**src/rtl/stopwatch_game_ctrl.sv**
```systemverilog
// stopwatch_game_ctrl: prescaled LED-strip counter with hit/miss judging, score, lives and win/lose sequencing
module stopwatch_game_ctrl #(
  parameter int LED_NUM    = 10,
  parameter int CNT_LIM    = 100,
  parameter int TICK_DIV   = 500000,
  parameter int LIVES      = 3,
  parameter int HOLD_TICKS = 20
) (
  input  logic                           clk_i,
  input  logic                           rst_i,
  input  logic                           start_i,
  input  logic                           stop_i,
  output logic [$clog2(CNT_LIM):0]       cnt_o,
  output logic [LED_NUM-1:0]             sw_o,
  output logic [$clog2(LED_NUM+1)-1:0]   score_o,
  output logic [$clog2(LIVES+1)-1:0]     lives_o,
  output logic                           run_o,
  output logic                           win_o,
  output logic                           lose_o
);
  localparam int CW    = $clog2(CNT_LIM) + 1;
  localparam int SW    = $clog2(LED_NUM + 1);
  localparam int LW    = $clog2(LIVES + 1);
  localparam int PW    = $clog2(TICK_DIV);
  localparam int HW    = $clog2(HOLD_TICKS + 1);
  localparam int IW    = $clog2(LED_NUM);
  localparam int DELTA = CNT_LIM / LED_NUM;
  typedef enum logic [2:0] {IDLE, RUN, HOLD, WIN, LOSE} state_t;
  state_t state, state_n;
  logic [PW-1:0] pre, pre_n;
  logic [HW-1:0] hold, hold_n;
  logic [CW-1:0] cnt_n, q;
  logic [LED_NUM-1:0] sw_n, clr;
  logic [SW-1:0] score_n;
  logic [LW-1:0] lives_n;
  logic [IW-1:0] idx;
  logic tc;
  // strip lights LED 0 for the first segment, then walks down from the top LED
  assign q      = cnt_o / CW'(DELTA);
  assign idx    = IW'((q == '0) ? CW'(0) : CW'(LED_NUM) - q);
  assign clr    = sw_o & ~(LED_NUM'(1) << idx);
  assign tc     = pre == PW'(TICK_DIV - 1);
  assign run_o  = (state == RUN) || (state == HOLD);
  assign win_o  = state == WIN;
  assign lose_o = state == LOSE;
  always_comb begin
    state_n = state;
    pre_n   = pre;
    hold_n  = hold;
    cnt_n   = cnt_o;
    sw_n    = sw_o;
    score_n = score_o;
    lives_n = lives_o;
    case (state)
      RUN: begin
        pre_n = tc ? '0 : pre + PW'(1);
        cnt_n = !tc ? cnt_o : (cnt_o == CW'(CNT_LIM - 1)) ? '0 : cnt_o + CW'(1);
        if (stop_i) begin
          // a press discards any coincident tick so the hold starts on a clean prescaler
          pre_n   = '0;
          hold_n  = '0;
          cnt_n   = cnt_o;
          sw_n    = sw_o[idx] ? clr : sw_o;
          score_n = sw_o[idx] ? score_o + SW'(1) : score_o;
          lives_n = sw_o[idx] ? lives_o : lives_o - LW'(1);
          state_n = sw_o[idx] ? ((clr == '0) ? WIN : HOLD) : ((lives_o == LW'(1)) ? LOSE : HOLD);
        end
      end
      HOLD: begin
        pre_n   = tc ? '0 : pre + PW'(1);
        hold_n  = tc ? hold + HW'(1) : hold;
        state_n = (tc && hold == HW'(HOLD_TICKS - 1)) ? RUN : HOLD;
      end
      default: begin
        if (start_i) begin
          state_n = RUN;
          pre_n   = '0;
          hold_n  = '0;
          cnt_n   = '0;
          sw_n    = '1;
          score_n = '0;
          lives_n = LW'(LIVES);
        end
      end
    endcase
  end
  always_ff @(posedge clk_i or posedge rst_i) begin
    if (rst_i) begin
      state   <= IDLE;
      pre     <= '0;
      hold    <= '0;
      cnt_o   <= '0;
      sw_o    <= '1;
      score_o <= '0;
      lives_o <= LW'(LIVES);
    end else begin
      state   <= state_n;
      pre     <= pre_n;
      hold    <= hold_n;
      cnt_o   <= cnt_n;
      sw_o    <= sw_n;
      score_o <= score_n;
      lives_o <= lives_n;
    end
  end
endmodule

```
**config.mk**
```make
export PLATFORM = sky130hd
export DESIGN_NAME = stopwatch_game_ctrl
export DESIGN_NICKNAME = d
export VERILOG_FILES = /design/src/rtl/stopwatch_game_ctrl.sv
export SDC_FILE = /design/constraint.sdc
export NUM_CORES = 1
export LEC_CHECK = 0
export ABC_AREA = 1
export CORE_UTILIZATION = 55
export CTS_BUF_LIST = sky130_fd_sc_hd__clkbuf_16
export CTS_CLUSTER_SIZE = 24
export DETAILED_ROUTE_END_ITERATION = 8
export DONT_BUFFER_PORTS = 1
export HOLD_SLACK_MARGIN = 0.15
export PLACE_DENSITY_LB_ADDON = 0.3
export SYNTH_ARGS = -nofsm -noshare
export SYNTH_HDL_FRONTEND = slang
export SYNTH_SLANG_ARGS = --single-unit
export TNS_END_PERCENT = 10
```
**constraint.sdc**
```tcl
create_clock -name clk_i -period 3.6 [get_ports clk_i]
set_clock_uncertainty 0.1 [all_clocks]
set_input_delay 0.36 -clock clk_i [delete_from_list [all_inputs] [get_ports clk_i]]
set_output_delay 0.36 -clock clk_i [all_outputs]
set_load 0.005 [all_outputs]
```
# ---- After elaboration in Yosys (flattened, before gate mapping)
# Index checks and enable logic that the tools add are counted.
dict set report op_classes {
  n_addsub 6
  div_mod_pow 1
  order_cmp 1
  n_eq_ne 14
  shift 1
  n_mux 35
  bitwise_logic 3
  n_reduce_logical 11
}
# op n
set op_table {}
lappend op_table {{two-way mux 19 bit} 3}
lappend op_table {{one-hot mux 19 bit (2 select lines)} 1}
lappend op_table {{two-way mux 8 bit} 4}
lappend op_table {{two-way mux 10 bit} 3}
lappend op_table {{one-hot mux 10 bit (2 select lines)} 1}
lappend op_table {{adder 19 x 1 -> 19 bit, second input constant} 1}
lappend op_table {{equality test 19 bit, second input constant} 1}
lappend op_table {{two-way mux 4 bit} 4}
lappend op_table {{one-hot mux 8 bit (2 select lines)} 1}
lappend op_table {{two-way mux 5 bit} 3}
lappend op_table {{two-way mux 3 bit} 4}
lappend op_table {{AND reduction 4 bit} 3}
lappend op_table {{bitwise AND 10 bit} 1}
lappend op_table {{zero test 10 bit} 1}
lappend op_table {{inequality test 2 bit, second input constant} 5}
lappend op_table {{NOT 10 bit} 1}
lappend op_table {{one-hot mux 5 bit (2 select lines)} 1}
lappend op_table {{<< shifter 1 x 4 -> 10 bit, first input constant} 1}
lappend op_table {{adder 8 x 1 -> 8 bit, second input constant} 1}
lappend op_table {{divider 8 x 4 -> 8 bit, second input constant} 1}
lappend op_table {{equality test 8 x 7 -> 1 bit, second input constant} 1}
lappend op_table {{zero test 8 bit} 1}
lappend op_table {{two-way mux 2 bit} 4}
lappend op_table {{one-hot mux 4 bit (2 select lines)} 1}
lappend op_table {{other kinds (22)} 24}
dict set report word_totals {
  register_bits 51
  inputBits 4
  out_inout_bits 27
  elab_cells 79
}

# ---- Logic depth before layout (Yosys ltp)
# Gate-level depths: netlist (run 1).
dict set report depth {
  ltp_word 11
  depth_mapped 37
  depth_no_buf 37
}

# ---- Least setup slack after synthesis (run 1)
# OpenSTA, ideal clock, no wires.
dict set report synth_path {
  path_type {reg-to-reg}
  startpoint {register cnt_o[5]}
  endpoint {register score_o[0]}
  setup_time_ps 96
  arrival_ps 3494
  required_time_ps 3404
  path_slack_ps -90
  path_stages_with_launch 38
  n_path_buf 1
  period_less_slack_ps 3690
  cell_sequence {dfrtp_1 -> inv_2 -> nand3_2 -> nand2_1 -> inv_1 -> nand2_1 -> nand2_2 -> nand2_2 -> nand3_2 -> nand2_2 -> nand3_1 -> nand2_1 -> nand2_1 -> nand2_2 -> nand2_2 -> nand2_1 -> nand3_1 -> nand2_1 -> [2 not listed] -> inv_1 -> ha_1 -> nand3_1 -> nor2_1 -> inv_1 -> nand2_1 -> inv_1 -> nand2_1 -> nor2_1 -> nor2_1 -> nand2_1 -> nand3_2 -> nand2_2 -> nand2_4 -> nand2_8 -> buf_12 -> nand2_2 -> o31ai_1}
}
dict set report synth_between {
  elab_chain_len 7
  word_cells_on_any_way 8
  classes_between {add/sub (1); div (1); eq/ne (1); mux (3); reduce/logical (2)}
}
# element line
set synth_rtl {}
lappend synth_rtl {{from (decl)} 13} ;# output logic [$clog2(CNT_LIM):0] cnt_o,
lappend synth_rtl {{from (signal assigned)} 100} ;# cnt_o <= cnt_n;
lappend synth_rtl {{divider 8 x 4 -> 8 bit (*)} 39} ;# assign q = cnt_o / CW'(DELTA);
lappend synth_rtl {{subtractor 4 bit or zero test 8 bit (tied branches)} 40} ;# assign idx = IW'((q == '0) ? CW'(0) : CW'(LED_NUM) - q);
lappend synth_rtl {{two-way mux 4 bit (*)} 40}
lappend synth_rtl {{binary-select mux 1 bit (select 4 bit) (*)} 64} ;# score_n = sw_o[idx] ? score_o + SW'(1) : score_o;
lappend synth_rtl {{two-way mux 1 bit (implied by the code) (*)} 64}
lappend synth_rtl {{inequality test 2 x 1 -> 1 bit (no source line) (*)} n/a}
lappend synth_rtl {{AND reduction 4 bit (no source line) (*)} n/a}
lappend synth_rtl {{to (signal assigned)} 102} ;# score_o <= score_n;
lappend synth_rtl {{to (decl)} 15} ;# output logic [$clog2(LED_NUM+1)-1:0] score_o,
# Mark *: on every way between the ends. The rest lies on a longest branch, timed or not. The select of a mux whose other input is x is not followed.
# A chain may end at the register's enable or synchronous reset.

# ---- Worst setup path after layout (run 1)
dict set report layout_path {
  startpoint {register cnt_o[7]}
  endpoint {register state[0]}
}
dict set report layout_between {
  elab_chain_len 11
  word_cells_on_any_way 14
  classes_between {add/sub (1); div (1); shift (1); mux (7); bitwise (2); reduce/logical (2)}
}
# element line
set layout_rtl {}
lappend layout_rtl {{divider 8 x 4 -> 8 bit (*)} 39}
lappend layout_rtl {{subtractor 4 bit or zero test 8 bit (tied branches)} 40}
lappend layout_rtl {{two-way mux 4 bit (*)} 40}
lappend layout_rtl {{<< shifter 1 x 4 -> 10 bit} 41} ;# assign clr = sw_o & ~(LED_NUM'(1) << idx);
lappend layout_rtl {{NOT 10 bit} 41}
lappend layout_rtl {{bitwise AND 10 bit} 41}
lappend layout_rtl {{zero test 10 bit} 66} ;# state_n = sw_o[idx] ? ((clr == '0) ? WIN : HOLD) : ((lives_o == LW'(1)) ? LOSE : HOLD);
lappend layout_rtl {{two-way mux 1 bit} 66}
lappend layout_rtl {{two-way mux 3 bit (*)} 66}
lappend layout_rtl {{two-way mux 3 bit (*)} 58} ;# if (stop_i) begin
lappend layout_rtl {{one-hot mux 3 bit (2 select lines) (*)} 54} ;# case (state)
lappend layout_rtl {{to (signal assigned)} 97} ;# state <= state_n;
lappend layout_rtl {{to (decl)} 29} ;# state_t state, state_n;
# Marked as above.

==> impl_metrics.json, run 1 <==
{
  "dr_total_vias": 3278,
  "clkPwrFrac_pct": 22.6,
  "hold_viol_final": 0,
  "r2r-end": "state[0]$_DFFE_PP0P_",
  "slew_headroom_pct": 28.9,
  "place_ws_ns": -0.169,
  "die_width_um": 81.3,
  "gr-total-overflow": 0,
  "max_stage_delay_ns": 0.43,
  "mostFrequentLayoutCells": "nand2_1, inv_1, dfrtp_1",
  "cts_max_level": 2,
  "clock-root-buffer": "clkbuf_16",
  "placedCellCount": 547,
  "cts_sinks": 51,
  "clockBufferDepth": 2,
  "postRouteAntennaNets": 0,
  "power_mw": 2.07,
  "rrSetupSlack_ns": -0.08,
  "place_congestion": 0.865,
  "drt_iter0_markers": 193,
  "routed_via_density": 5.62,
  "synth_seq_cells": 51,
  "core_um2": 5990,
  "p_int_mw": 1.18,
  "area_growth_pct": 21.9,
  "yosysSeqAreaShare_pct": 37.4,
  "violations": "negative setup slack",
  "grt_pass1_wl_um": 13600,
  "cpMaxStageDelayCell": "dfrtp_2",
  "combPwrFrac_pct": 42.3,
  "maxCapViolations": 0,
  "setup.worst_path.class": "reg -> reg",
  "io_buffers": 0,
  "ir_worst_vdd_mv": 0.706,
  "cts_tree": "yes",
  "fin_crit_sh_pct": 102,
  "drv_slew": 0,
  "setup_viol": 17,
  "yosys_warnings": 0,
  "pwr-share-seq_pct": 35.1,
  "insertedDiodeCount": 0,
  "min_delay_path_depth": 3,
  "final_common_cell": "nand2_1",
  "start_util_pct": 57.7,
  "io-pin-count": 31,
  "fin_crit_ns": 3.68,
  "grtUsageTotal_pct": 26.7,
  "worstMarginPinSlew_ns": 1.06,
  "holdPathEnd": "pre[17]$_DFFE_PP0P_",
  "drcViolationCount": 0,
  "p_sw_mw": 0.888,
  "synth-main-ff-cell": "dfrtp_1",
  "synthDistinctLibCells": 44,
  "p_leak_nw": 1.89,
  "critPathMaxFanout": 7,
  "status": "finished with violations",
  "nNetsFinal": 520,
  "setup_ws_ns": -0.0820,
  "die-height_um": 81.3,
  "stdcell_count": 583,
  "antenna_found_initial": 0,
  "end_kind": "flop",
  "routed_wl_um": 8690,
  "switching_share_pct": 42.9,
  "grt_max_degree": 52,
  "synth_area_per_cell_um2": 7.45,
  "clk_pin_slew_ns": 0.07,
  "hold_class": "in -> reg",
  "syn-cell-area_um2": 3460,
  "arrival_ns": 3.81,
  "cp_data_required_time_ns": 3.73,
  "power_density_nw_per_um2": 491,
  "drive_gt1_share_pct": 30.1,
  "syn_inst": 464,
  "rsz0062_at_grt": "yes",
  "dp_hpwl_um": 5410,
  "startpoint_type": "flop",
  "num_rows": 28,
  "syn_nets": 477,
  "wire_per_inst_um": 14.9,
  "max_freq_ghz": 0.272,
  "cts_buffers": 5,
  "regToRegStartpoint": "cnt_o[7]$_DFFE_PP0P_",
  "drt-pass1-iter-count": 5,
  "tns_ns": -0.566,
  "r2r_cells": 31,
  "dieArea_um2": 6610,
  "insertion_delay_ns": 0.29,
  "async_flop_share_pct": 100,
  "grt_pass1_vias": 3129,
  "fillers": 443,
  "hp-start": "start_i",
  "utilization_pct": 70.4,
  "synth_enable_flop_cells": 0
}
synthesized netlist by cell type, drive strengths merged, types with 5 or more instances:
library cell	number	area share [%]
nand4	8	1.6
dfstp	12	9.1
nor4	10	1.8
dfrtp	39	28
xor2	7	1.8
nand3	42	8.3
inv	75	8.1
nand2	121	16
o32ai	5	1.3
a21oi	24	3.9
nor3	12	1.7
nor2	44	4.9
o22ai	6	1.1
ha	9	3.3
o21ai	23	3.4
how the worst max path moves through the flow:
stage	startpoint	to	slack (ns)	depth (start not counted)
5_1_grt	cnt_o[7]$_DFFE_PP0P_	state[0]$_DFFE_PP0P_	-0.34	32
2_1_floorplan	cnt_o[5]$_DFFE_PP0P_	score_o[0]$_DFFE_PP0P_	0.006	36
3_5_place_dp	cnt_o[5]$_DFFE_PP0P_	state[0]$_DFFE_PP0P_	-0.17	34
3_3_place_gp	cnt_o[5]$_DFFE_PP0P_	state[0]$_DFFE_PP0P_	-0.003	32
4_1_cts	cnt_o[5]$_DFFE_PP0P_	score_o[3]$_DFFE_PP0P_	-0.02	35
6_report	cnt_o[7]$_DFFE_PP0P_	state[0]$_DFFE_PP0P_	-0.08	31
repair_timing:
item,CTS,global route
pin swaps,22,21
cloned,2,0
gates resized for setup,31,31
setup buffers,20,4
endpoints found under the setup margin,19,20
hold endpoints to repair,41,0
hold buffers,2,0
per-stage QoR:
step           hold slack [ns]  cell area, um2
6_report                 0.229            4220
4_1_cts                  0.229            4070
5_1_grt                  0.256            4220
3_3_place_gp             0.392            3620
3_5_place_dp             0.406            3620
2_1_floorplan            0.370            3460
kinds of logic after synthesis:
group | count (synthesis) | synth area share (%)
XOR/XNOR | 9 | 2.28
AO/OA/AOI/OAI | 72 | 12.8
flip-flops | 51 | 37.4
adder cells (fa/ha/maj) | 9 | 3.26
AND/OR/NAND/NOR | 241 | 34.9
buffers and inverters | 82 | 9.41
cell type report:
cell class                      count  area, um2  share of cell area (%)
Inverter                           76        293                    6.95
Clock buffer                        5        125                    2.97
Clock inverter                      3       20.0                   0.475
Tap cell                           75       93.8                    2.23
Timing Repair Buffer               40        320                    7.60
Multi-Input combinational cell    333       2070                    49.1
Sequential cell                    51       1290                    30.7
registers in the layout, indices dropped and copies added, names as in the netlist:
signal   count
state        3
cnt_o        8
hold         5
sw_o        10
score_o      4
lives_o      2
pre         19
power by group through the flow:
stage	clock, mW	combinational [mW]	sequential (mW)
after floorplan	0	0.593	0.712
after global placement	0	0.675	0.730
after detailed placement	0	0.689	0.734
after CTS	0.475	0.793	0.725
after global routing	0.497	0.951	0.735
final	0.468	0.876	0.727
layer usage:
| metal | global-route usage (%) | wire (um) | vias to the layer above | share of wire [%] |
|---|---|---|---|---|
| met5 | 0 | 0 | - | 0 |
| met4 | 9.82 | 148 | 0 | 1.7 |
| met3 | 5.84 | 444 | 14 | 5.1 |
| met2 | 45.5 | 4310 | 77 | 50 |
| met1 | 32.9 | 3790 | 1566 | 44 |
| li1 | - | - | 1621 | - |
worst max-delay path: cells and delay by family, from the launching register on:
family                   cells  cell delay [ns]
AND/OR/NAND/NOR             16             1.39
buffers and inverters        9             0.91
adder cells (fa/ha/maj)      1             0.15
flip-flops                   1             0.43
AO/OA/AOI/OAI                5             0.62
Note: power is estimated with default switching activity, not from simulation.
==> run 2: changes to the inputs <==
--- a/config.mk
+++ b/config.mk
@@ -12,7 +12,7 @@
 export DETAILED_ROUTE_END_ITERATION = 8
 export DONT_BUFFER_PORTS = 1
 export HOLD_SLACK_MARGIN = 0.15
-export PLACE_DENSITY_LB_ADDON = 0.3
+export PLACE_DENSITY = 0.85
 export SYNTH_ARGS = -nofsm -noshare
 export SYNTH_HDL_FRONTEND = slang
 export SYNTH_SLANG_ARGS = --single-unit
==> impl_metrics.json, run 2 (synthesis gave the netlist of run 1 again) <==
{
  "io-pin-count": 31,
  "worst_path_dominant_cell_family": "simple AND/OR/NAND/NOR gates",
  "setup_viol": 17,
  "reg_top3": "pre: 19 flops, sw_o: 10 flops, cnt_o: 8 flops",
  "insertedDiodeCount": 0,
  "p_int_mw": 1.24,
  "crit_buf_inv": 9,
  "clockBufferDepth": 2,
  "setup.worst_path.class": "reg -> reg",
  "hold_viol_final": 0,
  "pwr-share-seq_pct": 34.0,
  "largest_reg_flops": 19,
  "critPathMaxFanout": 6,
  "multi_input_area_um2": 2150,
  "cts_tree": "yes",
  "mostFrequentLayoutCells": "nand2_1, inv_1, buf_4",
  "top_register": "pre",
  "routed_via_density": 5.87,
  "drt_iter0_markers": 180,
  "place_congestion": 0.889,
  "max_stage_delay_ns": 0.49,
  "grt_pass1_vias": 3221,
  "cp_data_required_time_ns": 3.72,
  "regArea_um2": 1290,
  "fin_crit_ns": 3.76,
  "start_util_pct": 57.7,
  "dp_hpwl_um": 5860,
  "startpoint_type": "flop",
  "antenna_found_initial": 0,
  "setup_ws_ns": -0.157,
  "die_width_um": 81.3,
  "routed_wl_um": 9520,
  "cp_num_cells": 33,
  "utilization_pct": 72.5,
  "num_rows": 28,
  "drv_slew": 0,
  "hold_class": "in -> reg",
  "area_growth_pct": 25.6,
  "r2r_cells": 33,
  "slew_headroom_pct": 17.6,
  "fillers": 404,
  "maxCapViolations": 0,
  "drive_gt1_share_pct": 31.3,
  "power_density_nw_per_um2": 494,
  "dieArea_um2": 6610,
  "ir_worst_vdd_mv": 0.555,
  "cts_sinks": 51,
  "grt_max_degree": 29,
  "arrival_ns": 3.88,
  "worstMarginPinSlew_ns": 1.23,
  "postRouteAntennaNets": 0,
  "final_common_cell": "nand2_1",
  "min_delay_path_depth": 3,
  "drt-pass1-iter-count": 4,
  "drcViolationCount": 0,
  "combPwrFrac_pct": 40.5,
  "io_buffers": 0,
  "wire_per_inst_um": 16.2,
  "core_um2": 5990,
  "crit_top_cell": "nand2_2",
  "violations": "negative setup slack",
  "placed_area_um2": 3610,
  "end_kind": "flop",
  "die-height_um": 81.3,
  "fin_crit_sh_pct": 104,
  "place_ws_ns": -0.223,
  "grtUsageTotal_pct": 26.9,
  "p_leak_nw": 1.96,
  "final_cell_area_um2": 4340,
  "p_sw_mw": 0.904,
  "insertion_delay_ns": 0.29,
  "clkPwrFrac_pct": 25.5,
  "switching_share_pct": 42.1,
  "status": "finished with violations",
  "dr_total_vias": 3438,
  "max_freq_ghz": 0.266,
  "rsz0062_at_grt": "yes",
  "cts_max_level": 2,
  "grt_pass1_wl_um": 13700,
  "cts_buffers": 5,
  "cpMaxStageDelayCell": "dfrtp_2",
  "gr-total-overflow": 0,
  "clock-root-buffer": "clkbuf_16",
  "clk_pin_slew_ns": 0.07,
  "tns_ns": -1.60,
  "nNetsFinal": 523
}
-- run 2: stage by stage --
step	power, mW	hold slack (ns)	cells
finish	2.15	0.225	586
global route	2.27	0.244	586
CTS	2.04	0.215	577
detailed placement	1.43	0.212	546
global placement	1.40	0.207	546
floorplan	1.31	0.370	464
-- run 2: layout make-up --
class	instances	area share, %
tap	75	2.16
sequential	51	29.8
timing repair buffer	43	7.81
inverter	76	6.91
clock buffer	5	2.88
clock inverter	3	0.980
multi-input combinational	333	49.4
-- run 2: power groups by stage --
| stage | Clock [mW] | Combinational, mW | Sequential [mW] |
|---|---|---|---|
| after global routing | 0.572 | 0.958 | 0.738 |
| after global placement | 0 | 0.666 | 0.729 |
| after floorplan | 0 | 0.593 | 0.712 |
| after CTS | 0.551 | 0.768 | 0.723 |
| after detailed placement | 0 | 0.695 | 0.732 |
| final | 0.547 | 0.870 | 0.731 |
-- run 2: what timing repair did --
action / CTS / global route
resized for setup: 19 / 63
cloned: 2 / 0
hold endpoints to repair: 19 / 0
hold buffers: 2 / 0
endpoints found under the setup margin: 19 / 19
pin swaps: 19 / 35
buffers inserted: 19 / 9
-- run 2: worst paths after layout --
kind / startpoint / slack (ns) / endpoint
max: cnt_o[6]$_DFFE_PP0P_ / -0.16 / state[0]$_DFFE_PP0P_
min: start_i / 0.22 / pre[17]$_DFFE_PP0P_
max reg2reg: cnt_o[6]$_DFFE_PP0P_ / -0.16 / state[0]$_DFFE_PP0P_
min reg2reg: sw_o[0]$_DFFE_PP1P_ / 0.42 / sw_o[0]$_DFFE_PP1P_
max in group asynchronous: rst_i / 2.14 / lives_o[0]$_DFFE_PP1P_
min in group asynchronous: rst_i / 0.47 / cnt_o[0]$_DFFE_PP0P_
-- run 2: worst register-to-register path, delay by kind of cell (launching register included) --
kind / cells / cell delay [ns]
AO/OA/AOI/OAI: 2 / 0.35
adder cells (fa/ha/maj): 1 / 0.16
buffers and inverters: 9 / 0.86
flip-flops: 1 / 0.49
AND/OR/NAND/NOR: 21 / 1.72
-- run 2: layer usage --
layer  track usage [%]  share of wire (%)
met5                 0                  0
met4              12.7                2.6
met3              6.40                6.0
met2              44.8                 51
met1              32.4                 40
==> run 3: changes to the inputs <==
--- a/config.mk
+++ b/config.mk
@@ -5,7 +5,6 @@
 export SDC_FILE = /design/constraint.sdc
 export NUM_CORES = 1
 export LEC_CHECK = 0
-export ABC_AREA = 1
 export CORE_UTILIZATION = 55
 export CTS_BUF_LIST = sky130_fd_sc_hd__clkbuf_16
 export CTS_CLUSTER_SIZE = 24
==> impl_metrics.json, run 3 <==
{
  "ir_worst_vdd_mv": 0.438,
  "fin_crit_ns": 3.92,
  "yosys.area_share.simple_pct": 25.1,
  "clock-root-buffer": "clkbuf_16",
  "cts_sinks": 51,
  "synth_area_leader_cell": "dfrtp_1",
  "yosysMostFrequentCell": "nand2_1",
  "critPathLaunch": "cnt_o[5]$_DFFE_PP0P_",
  "synth_mux_area_share_pct": 1.96,
  "power_mw": 2.12,
  "grt_use_met1_pct": 39.2,
  "arrival_ns": 4.01,
  "synth_compound_area_share_pct": 26.1,
  "drt_iter0_markers": 353,
  "r2r_cells": 21,
  "dr_total_vias": 4118,
  "synth_top_area_share_pct": 25.5,
  "routed_wl_um": 11900,
  "drv_slew": 0,
  "drive_gt1_share_pct": 31.5,
  "postRouteAntennaNets": 0,
  "synthDistinctLibCells": 75,
  "dieArea_um2": 7290,
  "hp-start": "start_i",
  "die_width_um": 85.4,
  "synth_area_leaders": "dfrtp_1, dfstp_2, o21ai_0",
  "syn-cell-area_um2": 3820,
  "wire_per_inst_um": 18.7,
  "worstMarginPinSlew_ns": 0.636,
  "start_util_pct": 56.6,
  "insertion_delay_ns": 0.29,
  "status": "finished with violations",
  "rrSetupSlack_ns": -0.32,
  "area_growth_pct": 29.3,
  "grt_pass1_wl_um": 18900,
  "drt-pass1-iter-count": 6,
  "startpoint_type": "flop",
  "top_register": "pre",
  "final_cell_area_um2": 4940,
  "antenna_found_initial": 0,
  "reg_top3": "pre: 19 flops, sw_o: 10 flops, cnt_o: 8 flops",
  "yosysSeqAreaShare_pct": 33.8,
  "use_met3_pct": 6.13,
  "hold_slack_ns": 0.204,
  "synth_commonest_cells": "nand2_1, o21ai_0, nor2_1",
  "max_freq_ghz": 0.255,
  "grt_max_degree": 32,
  "p_leak_nw": 2.17,
  "setup_ws_ns": -0.320,
  "rsz0062_at_grt": "yes",
  "synth_top_family_by_area": "compound AO/OA/AOI/OAI gates",
  "grtUsageTotal_pct": 32.8,
  "routed_via_density": 6.49,
  "use_met2_pct": 56.8,
  "dp_hpwl_um": 8070,
  "yosys.area_share.xor_xnor_pct": 4.81,
  "setup_viol": 19,
  "synthAdderAreaFrac_pct": 2.95,
  "min_delay_path_depth": 2,
  "die-height_um": 85.4,
  "hold_viol_final": 0,
  "synth-main-ff-cell": "dfrtp_1",
  "setup.worst_path.class": "reg -> reg",
  "busiest_layer": "met2",
  "yosys_warnings": 0,
  "mostFrequentLayoutCells": "buf_4, nand2_1, nor2_1",
  "synth_seq_cells": 51,
  "cts_buffers": 5,
  "regToRegStartpoint": "cnt_o[5]$_DFFE_PP0P_",
  "fin_crit_sh_pct": 109,
  "end_kind": "flop",
  "final_common_cell": "buf_4",
  "grt_pass1_vias": 4029,
  "placed_area_um2": 4480,
  "num_rows": 30,
  "io_buffers": 0,
  "power_density_nw_per_um2": 429,
  "violations": "negative setup slack",
  "syn_inst": 466,
  "async_flop_share_pct": 100,
  "largest_reg_flops": 19,
  "syn_nets": 479,
  "synth_enable_flop_cells": 0,
  "critPathMaxFanout": 7,
  "nNetsFinal": 567,
  "tns_ns": -4.23,
  "insertedDiodeCount": 0,
  "io-pin-count": 31,
  "cts_tree": "yes",
  "cp_data_required_time_ns": 3.69,
  "place_congestion": 0.985,
  "utilization_pct": 73.1,
  "slew_headroom_pct": 57.5,
  "clk_pin_slew_ns": 0.07,
  "clockBufferDepth": 2,
  "drcViolationCount": 0,
  "gr-total-overflow": 0,
  "maxCapViolations": 0,
  "fillers": 450,
  "cts_max_level": 2,
  "core_um2": 6760,
  "hold_class": "in -> reg",
  "synth_area_per_cell_um2": 8.20
}
## run 3: cell count changes after synthesis, moves of 8 or more
cell,delta
nand2_1,-41
xnor2_1,+8
nand2b_1,+12
nand3_2,-15
nand2_2,-23
o21ai_0,+32
inv_1,-53
and3_1,+9
## run 3: layout make-up
type / instances / area [um2] / share of cell area [%]
inverters: 20 / 77.6 / 1.57
flip-flops and latches: 51 / 1300 / 26.2
multi-input cells: 372 / 2520 / 51.1
repair buffers: 104 / 805 / 16.3
clock inverters: 3 / 15.0 / 0.304
well taps: 80 / 100 / 2.03
clock buffers: 5 / 125 / 2.53
## run 3: logic make-up after synthesis
family | count (synthesis)
AND/OR/NAND/NOR | 189
buffers and inverters | 43
XOR/XNOR | 21
multiplexers | 7
adder cells (fa/ha/maj) | 9
AO/OA/AOI/OAI | 146
flip-flops | 51
## run 3: power breakdown
group,total (mW),leakage (nW),internal [mW],switching (mW)
Clock,0.460,0.0649,0.253,0.207
Combinational,0.893,1.45,0.331,0.562
Sequential,0.765,0.655,0.661,0.104
Total,2.12,2.17,1.25,0.872
## run 3: final timing paths
check | end
setup / recovery | state[0]$_DFFE_PP0P_
hold / removal | state[2]$_DFFE_PP0P_
setup reg to reg | state[0]$_DFFE_PP0P_
hold reg to reg | sw_o[4]$_DFFE_PP1P_
max in group asynchronous | lives_o[0]$_DFFE_PP1P_
min in group asynchronous | pre[17]$_DFFE_PP0P_
## run 3: stage by stage
step	instances	worst slack (ns)
CTS	630	-0.177
global placement	604	-0.197
floorplan	466	-0.127
finish	635	-0.320
global route	635	-0.455
detailed placement	604	-0.320
## run 3: routing by layer
metal / share of wire, % / wire length [um] / vias up
met3: 6.0 / 709 / 64
li1: - / - / 1870
met2: 49 / 5860 / 185
met4: 4.8 / 573 / 0
met5: 0 / 0 / -
met1: 40 / 4720 / 1999
## run 3: repair_timing
item | in CTS | in global routing
hold buffers | 2 | 0
gates resized for setup | 38 | 13
hold endpoints to repair | 23 | 0
buffers inserted | 16 | 5
pin swaps | 22 | 9
endpoints found under the setup margin | 19 | 19
## run 3: critical path, stage by stage, from the launching register on
cell and delay [ns]:
dfrtp_2 0.45, buf_4 0.17, buf_4 0.14, xnor2_2 0.21, mux2i_1 0.12, o221ai_1 0.23, nor3_2 0.11, o211ai_2 0.24
nand2_4 0.10, inv_4 0.07, ha_4 0.13, nand2b_4 0.07, a211o_1 0.28, nand2_2 0.14, nor3b_2 0.07, o211ai_1 0.12
o311ai_1 0.15, a211oi_2 0.16, buf_4 0.17, o211ai_1 0.11, buf_4 0.20, o41ai_2 0.29
